**src/rtl/param_reg_bank.sv**
```systemverilog
// param_reg_bank: host-writable control registers with system-owned status reg0, dirty flags and registered read port
module param_reg_bank #(
  parameter int DATA_W = 32,
  parameter int NUM_REGS = 4,
  parameter int ADDR_W = 2,
  parameter logic [NUM_REGS*DATA_W-1:0] RESET_VALS = {32'h0, 32'h0000000A, 32'h55555556, 32'h0}
) (
  input  logic                         clk,
  input  logic                         reset_n,
  input  logic                         wr_en,
  input  logic [ADDR_W-1:0]            wr_addr,
  input  logic [DATA_W-1:0]            wr_data,
  input  logic [DATA_W/8-1:0]          wr_be,
  output logic                         done,
  output logic                         err,
  input  logic                         sys_we,
  input  logic [DATA_W-1:0]            sys_data,
  input  logic [ADDR_W-1:0]            rd_addr,
  output logic [DATA_W-1:0]            rd_data,
  output logic [NUM_REGS*DATA_W-1:0]   rd_regs,
  output logic [NUM_REGS-1:0]          dirty,
  input  logic [NUM_REGS-1:0]          dirty_clr
);
  typedef enum logic {IDLE, ACK} state_t;
  state_t state_q, state_d;
  logic [DATA_W-1:0] regs_q [NUM_REGS];
  logic [DATA_W-1:0] regs_d [NUM_REGS];
  logic [NUM_REGS-1:0] dirty_q, dirty_d;
  logic [DATA_W-1:0] rd_data_q, rd_data_d;
  logic done_q, err_q, err_d, accept, legal;
  assign accept = state_q == IDLE && wr_en;
  assign legal = wr_addr != '0 && int'(wr_addr) < NUM_REGS;
  assign state_d = wr_en ? ACK : IDLE;
  // err stays attached to the ack for as long as done is held
  assign err_d = accept ? !legal : wr_en && err_q;
  assign rd_data_d = int'(rd_addr) < NUM_REGS ? regs_q[rd_addr] : '0;
  always_comb begin
    regs_d = regs_q;
    dirty_d = dirty_q & ~dirty_clr;
    if (sys_we) regs_d[0] = sys_data;
    if (accept && legal) begin
      for (int k = 0; k < DATA_W/8; k++)
        if (wr_be[k]) regs_d[wr_addr][k*8 +: 8] = wr_data[k*8 +: 8];
      dirty_d[wr_addr] = 1'b1;
    end
    dirty_d[0] = 1'b0;
  end
  always_ff @(posedge clk or negedge reset_n) begin
    if (!reset_n) begin
      state_q <= IDLE;
      done_q <= 1'b0;
      err_q <= 1'b0;
      dirty_q <= '0;
      rd_data_q <= '0;
      for (int i = 0; i < NUM_REGS; i++) regs_q[i] <= RESET_VALS[i*DATA_W +: DATA_W];
    end else begin
      state_q <= state_d;
      done_q <= wr_en;
      err_q <= err_d;
      dirty_q <= dirty_d;
      rd_data_q <= rd_data_d;
      regs_q <= regs_d;
    end
  end
  for (genvar i = 0; i < NUM_REGS; i++) begin : g_flat
    assign rd_regs[i*DATA_W +: DATA_W] = regs_q[i];
  end
  assign done = done_q;
  assign err = err_q;
  assign dirty = dirty_q;
  assign rd_data = rd_data_q;
endmodule
```
**config.mk**
```make
export PLATFORM = sky130hd
export DESIGN_NAME = param_reg_bank
export DESIGN_NICKNAME = d
export VERILOG_FILES = /design/src/rtl/param_reg_bank.sv
export SDC_FILE = /design/constraint.sdc
export NUM_CORES = 1
export LEC_CHECK = 0
export ABC_AREA = 1
export BUFFER_PORTS_ARGS = -buffer_cell sky130_fd_sc_hd__buf_4
export CAP_MARGIN = 20
export CORE_UTILIZATION = 50
export CTS_CLUSTER_DIAMETER = 60
export DETAILED_ROUTE_END_ITERATION = 10
export GPL_ROUTABILITY_DRIVEN = 1
export PLACE_DENSITY = 0.87
export SLEW_MARGIN = 20
export SYNTH_ARGS = -nofsm -noshare
export SYNTH_HDL_FRONTEND = slang
export SYNTH_SLANG_ARGS = --single-unit
```
**constraint.sdc**
```tcl
create_clock -name clk -period 1.5 [get_ports clk]
set_input_delay 0.3 -clock clk [delete_from_list [all_inputs] [get_ports clk]]
set_output_delay 0.3 -clock clk [all_outputs]
set_load 0.05 [all_outputs]
```
Yosys cells after proc, flatten, opt, wreduce, memory -nomap -nowiden
Index checks and enable logic that the tools add are counted.

Register bits: 166.

Reductions and logical operators: 7. Multiplexer cells: 29. Magnitude comparators: 5. Bitwise gates (word level): 6.

Operators by type and width (number): 128-bit two-way mux (8); 128-bit bitwise mux (4); 32-bit demux with 2-bit select (4); 32-bit two-way mux (4); 32-bit binary-select mux with 2-bit select (1); 24-bit two-way mux (1); 16-bit two-way mux (1); 8-bit two-way mux (1); 3-bit greater-or-equal comparator, second input constant (2); 2-bit inverter with 3-bit output (2); 1-bit logical AND (5); 4-bit AND (1); 4-bit two-way mux (1); 4-bit inverter (1); 4-bit OR (1); 2-bit by 3-bit < comparator with 1-bit output, second input constant (1); 3-bit by 1-bit < comparator with 1-bit output, second input constant (1); 1-bit two-way mux (3); 1-bit demux with 2-bit select (1); 2-bit by 1-bit greater-or-equal comparator with 1-bit output, second input constant (1); 2-bit nonzero test (1); 1-bit zero test (1); 1-bit inverter (1).

Longest topological paths before layout
Gate-level depths: netlist (run 1).

Depth after elaboration: 17. Mapped depth: 6. Depth with buffers taken out: 5.

Least setup slack after synthesis (run 1)
OpenSTA, ideal clock, no wires.

Path type: register to register. Start point: register done_q (netlist: done). End point: register with a tool-made name. Stages on the path, launching flop included: 7. Arrival: 1.347 ns. Slack: 0.034 ns. Library setup time: 0.119 ns. Required time: 1.381 ns. Buffers on the path: 1. Path through: dfrtp_1 inv_1 nand2_1 nor2_4 buf_4 nand3_1 nand2_1.

RTL lines: start, declared (RTL line 30) `logic done_q, err_q, err_d, accept, legal;`; start signal, assigned (RTL line 58) `done_q <= wr_en;`.

==> results of run 1 <==
==> repair_timing <==
item	in CTS	in global routing
endpoints found under the hold margin	26	0
hold buffers	1	0
buffers inserted	0	0
endpoints found under the setup margin	0	16
resized for setup	0	12
==> worst register-to-register path: stages, from the launching register on <==
cell	delay, ps
dfrtp_1	410
nor2_1	120
buf_4	190
nand3_1	370
nand2_1	180
nand2_1	60
==> layout make-up <==
type | count | area share (%)
repair buffers | 265 | 22.0
clock inverters | 9 | 1.05
multi-input cells | 542 | 25.2
flip-flops and latches | 165 | 42.0
inverters | 73 | 2.80
well taps | 180 | 2.28
clock buffers | 23 | 4.74
==> cell usage in the layout (no fill, tap or decap), drive strengths merged <==
master       instances
dlygate4sd3          1
o211ai              62
clkinvlp             2
conb                 1
o21ai               36
dfstp               18
o22ai                3
bufinv               2
nor2                 7
buf                264
clkbuf              23
dfrtp              147
nand2              324
nand3              109
inv                 73
clkinv               5
==> path summary, 6_finish.rpt <==
kind / start / endpoint / slack [ps] / cells after the start
worst max-delay path: flip-flop / rd_regs[40] / 30 / 1
worst min-delay path: wr_en / done / 20 / 1
worst max register to register: done / flip-flop / 60 / 5
worst min register to register: flip-flop / flip-flop / 470 / 2
max in group asynchronous: reset_n / asynchronous set/reset pin / 580 / 3
min in group asynchronous: reset_n / rd_regs[18] / 330 / 2
==> synthesized netlist by cell type <==
cell	n	area [um^2]
inv_2	1	3.75
o211ai_1	62	465
buf_2	7	35.0
nand3_1	109	546
clkbuf_1	32	120
buf_6	6	67.6
dfrtp_1	147	3680
o22ai_1	3	18.8
o21ai_0	36	180
conb_1	1	3.75
nor2_4	3	33.8
buf_4	5	37.5
dfstp_2	18	473
nand2_1	324	1220
inv_1	72	270
nor2_1	4	15.0
==> layer usage <==
metal | vias up | track usage, % | share of wire, %
li1 | 3151 | - | -
met3 | 48 | 9.41 | 10
met5 | - | 0 | 0
met1 | 3245 | 38.1 | 39
met2 | 368 | 48.9 | 48
met4 | 0 | 13.7 | 3.1
==> cells by family after synthesis <==
family	Yosys count	share of synthesized area, %
other	1	0.0523
AND/OR/NAND/NOR	440	25.3
AO/OA/AOI/OAI	101	9.27
flip-flops	165	57.9
buffers and inverters	123	7.46
==> power groups by stage <==
stage                     combinational, mW  clock, mW  sequential (mW)
after floorplan                       0.943          0             8.41
after global placement                 5.36          0             5.88
after detailed placement               5.44          0             5.90
after CTS                              5.46       4.30             5.84
after global routing                   5.79       4.50             5.94
final                                  5.49       4.24             5.86
==> out/qor.yml, run 1 <==
synth_cells: 830
worst-endpoint-required_ps: 1200
final_cell_area_mm2: 0.00988
synth.avg_cell_area_um2: 8.63
crit_fanout: 3
grt_pass1_vias: 6583
fin_worst_skew_ps: 5.55
die_w_um: 122
layout.cells.non_filler: 1257
critPathArrivalTime_ps: 1170
crit_path_start_kind: "flip-flop"
antenna_found_initial: 0
root_buffer: "clkbuf_16"
antenna_cells: 0
die_h_um: 122
wl_per_cell_um: 17.3
dieArea_mm2: 0.0148
cts_tree: "done"
via_count: 6812
syn_nets: 910
ys_ff_latch: 165
endpoint_kind: "primary output"
critical-path-top-delay-family: "flip-flops"
viasPerCell: 5.42
hold_ws_ps: 20.8
gp_congestion: 0.862
hp-class: "input port to flip-flop"
clkPwrFrac_pct: 27.2
drc: 0
clkTransAtPathRegs_ps: 60
seq_power_share_pct: 37.6
path_buf_inv: 1
p_per_area_mw_per_mm2: 1580
drtIter0Drc: 559
p_switching_mw: 6.23
period_needed_ps: 1470
insertion_delay_ps: 420
final.setup.worst_slack_ps: 29.6
start_util_pct: 51.4
setup_tns_ps: 0
dp_slack_ps: 48.7
fmax_mhz: 680
final_nets: 1144
hpwl_mm: 15.1
clkSinkCount: 165
crit_path_max_incr_delay_ps: 550
port_buffers: 243
place_inst: 1224
postPlaceCellArea_mm2: 0.00926
intPower_mw: 9.36
core_area_mm2: 0.0139
seq_area_mm2: 0.00415
critical_path_class: "flip-flop to primary output"
power_mw: 15.6
wl_mm: 21.8
grt_overflow_total: 0
grt_pass1_wl_mm: 34.0
rows: 43
finalCritPeriodShare_pct: 98.0
swShare_pct: 40.0
yosysUniqueCellTypes: 16
cts_buffers: 17
track_usage_pct: 30.6
rsz0062_at_grt: "no"
worstPathCellList: "buf_4"
outcome: "complete, no violations"
first_pass_iters: 5
synthToLayoutAreaGrowth_pct: 37.9
pin_count: 246
cts_max_level: 4
peakVddDrop_mv: 0.810
synth_area_mm2: 0.00716
ant_nets: 0
drive_gt1_share_pct: 29.3
ys_seq_area_share_pct: 57.9
nFillCells: 1065
power.leakage_nw: 5.29
finalSetupViolCount: 0
max_cap_viol_count: 0
final_core_util_pct: 70.9
hold_viol_final: 0
drv_slew: 0
multi_input_area_mm2: 0.00249
grt_start_max_net_pins: 58
combPwrFrac_pct: 35.2
cp_slowest_cell: "dfstp_2"
clockBufferDepth: 2
synth_warnings: 0
Note: power is estimated with default switching activity, not from simulation.
==> inputs of run 2 (changes only) <==
Settings changed: CORE_MARGIN set to 3.
==> run 2 against run 1 <==
Net effect:
- wire length grew 4.7%
- count of clock-buffer cells in the layout shrank 1
- die area grew 6.7%
- largest cell class unchanged
- critical path type unchanged
- combinational power is essentially flat
==> out/qor.yml, run 2 (synthesized netlist as in run 1, its figures left out) <==
outcome: "complete, no violations"  # unchanged
hpwl_mm: 16.1  # was 15.1 mm
peakVddDrop_mv: 1.19  # was 0.810 mV
fin_worst_skew_ps: 9.26  # was 5.55 ps
rsz0062_at_grt: "yes"  # was no
wl_mm: 22.8  # was 21.8 mm
rows: 43  # unchanged
p_per_area_mw_per_mm2: 1590  # was 1580 mW/mm^2
start_util_pct: 51.4  # unchanged
synthToLayoutAreaGrowth_pct: 38.7  # was 37.9%
worstPathCellList: "buf_4"  # unchanged
layout_common_cells: "nand2_1 (323), buf_4 (235), dfrtp_1 (147)"  # was nand2_1 (323), buf_4 (242), dfrtp_1 (147)
grt_overflow_total: 0  # unchanged
clkPwrFrac_pct: 27.9  # was 27.2%
p_switching_mw: 6.30  # was 6.23 mW
final_core_util_pct: 71.3  # was 70.9%
multi_input_area_mm2: 0.00248  # was 0.00249 mm^2
drtIter0Drc: 619  # was 559
cts_buffers: 17  # unchanged
dieArea_mm2: 0.0158  # was 0.0148 mm^2
max_cap_viol_count: 0  # unchanged
critPathArrivalTime_ps: 1160  # was 1170 ps
drv_slew: 0  # unchanged
ant_nets: 0  # unchanged
gp_congestion: 0.871  # was 0.862
final_common_cell: "nand2_1"  # unchanged
layout.cells.non_filler: 1258  # was 1257
power.leakage_nw: 5.31  # was 5.29 nW
finalCritPeriodShare_pct: 97.6  # was 98.0%
clkTransAtPathRegs_ps: 60  # about the same
via_count: 6811  # was 6812
swShare_pct: 39.9  # was 40.0%
viasPerCell: 5.41  # was 5.42
combPwrFrac_pct: 34.9  # was 35.2%
die_w_um: 126  # was 122 um
first_pass_iters: 5  # unchanged
cp_slowest_cell: "dfstp_2"  # unchanged
die_h_um: 126  # was 122 um
antenna_cells: 0  # unchanged
critical_path_class: "flip-flop to primary output"  # unchanged
wl_per_cell_um: 18.1  # was 17.3 um
crit_path_max_incr_delay_ps: 550  # about the same
antenna_found_initial: 0  # unchanged
insertion_delay_ps: 430  # was 420 ps
cts_tree: "done"  # unchanged
intPower_mw: 9.51  # was 9.36 mW
port_buffers: 243  # unchanged
final_nets: 1145  # was 1144
place_inst: 1224  # unchanged
cts_max_level: 4  # unchanged
grt_pass1_wl_mm: 35.2  # was 34.0 mm
final_cell_area_mm2: 0.00994  # was 0.00988 mm^2
fmax_mhz: 683  # was 680 MHz
seq_area_mm2: 0.00415  # unchanged
crit_fanout: 3  # unchanged
hold_viol_final: 0  # unchanged
nFillCells: 1063  # was 1065
period_needed_ps: 1460  # was 1470 ps
finalSetupViolCount: 0  # unchanged
clkSinkCount: 165  # unchanged
drive_gt1_share_pct: 29.2  # was 29.3%
critical-path-top-delay-family: "flip-flops"  # unchanged
seq_power_share_pct: 37.2  # was 37.6%
drc: 0  # unchanged
root_buffer: "clkbuf_16"  # unchanged
setup_tns_ps: 0  # unchanged
track_usage_pct: 28.5  # was 30.6%
grt_start_max_net_pins: 45  # was 58
crit_path_start_kind: "flip-flop"  # unchanged
postPlaceCellArea_mm2: 0.00927  # was 0.00926 mm^2
worst-endpoint-required_ps: 1200  # about the same
hp-class: "input port to flip-flop"  # unchanged
path_buf_inv: 1  # unchanged
grt_pass1_vias: 6478  # was 6583
core_area_mm2: 0.0139  # unchanged
clockBufferDepth: 2  # unchanged
pin_count: 246  # unchanged
endpoint_kind: "primary output"  # unchanged
[run 2: cell types whose count changed in the layout (fill, tap and decap cells not counted), sizes merged]
cell,before,now
bufinv,2,3
clkinv,5,6
dlygate4sd3,1,2
clkbuf,23,22
clkinvlp,2,1
[run 2: power by group through the flow]
stage | clock (mW) | sequential [mW] | combinational, mW
final | 4.41 | 5.88 | 5.52
after global routing | 4.63 | 5.97 | 5.79
after CTS | 4.43 | 5.85 | 5.48
after detailed placement | 0 | 5.91 | 5.47
after global placement | 0 | 5.89 | 5.37
after floorplan | 0 | 8.41 | 0.943
[run 2: routing by layer]
metal  GRT usage, %  vias up  wire (um)
met5              0        -          0
met4           12.2        0        854
met3           8.35       62       1960
met2           45.6      333      11000
met1           36.4     3264       9050
li1               -     3152          -
[run 2: path summary, 6_finish.rpt]
kind	startpoint	endpoint	slack, ps	cells past startpoint
worst min-delay path	dirty_clr[1]	dirty[1]	70	2
worst min register to register	flip-flop	flip-flop	470	2
max in group asynchronous	reset_n	asynchronous set/reset pin	530	3
worst max-delay path	flip-flop	rd_regs[67]	40	1
worst max register to register	done	flip-flop	60	5
min in group asynchronous	reset_n	rd_regs[21]	350	2
[run 2: area by class of cell]
type | count | share of cell area (%)
clock buffers | 22 | 4.57
clock inverters | 10 | 1.32
inverters | 73 | 2.78
multi-input cells | 542 | 25.0
flip-flops and latches | 165 | 41.8
well taps | 180 | 2.27
repair buffers | 266 | 22.3
[run 2: stage by stage]
step                hold WS (ps)  setup WS [ps]  power [mW]
floorplan                   4.41           33.6        9.35
global placement             225           84.3        11.3
detailed placement           224           22.5        11.4
CTS                         56.4           2.68        15.8
global route                60.3          -21.1        16.4
finish                      65.8           35.5        15.8
[run 2: repair_timing]
item | CTS | global route
buffers inserted | 0 | 0
hold buffers | 2 | 0
gates resized for setup | 0 | 17
endpoints found under the hold margin | 24 | 0
endpoints found under the setup margin | 0 | 25
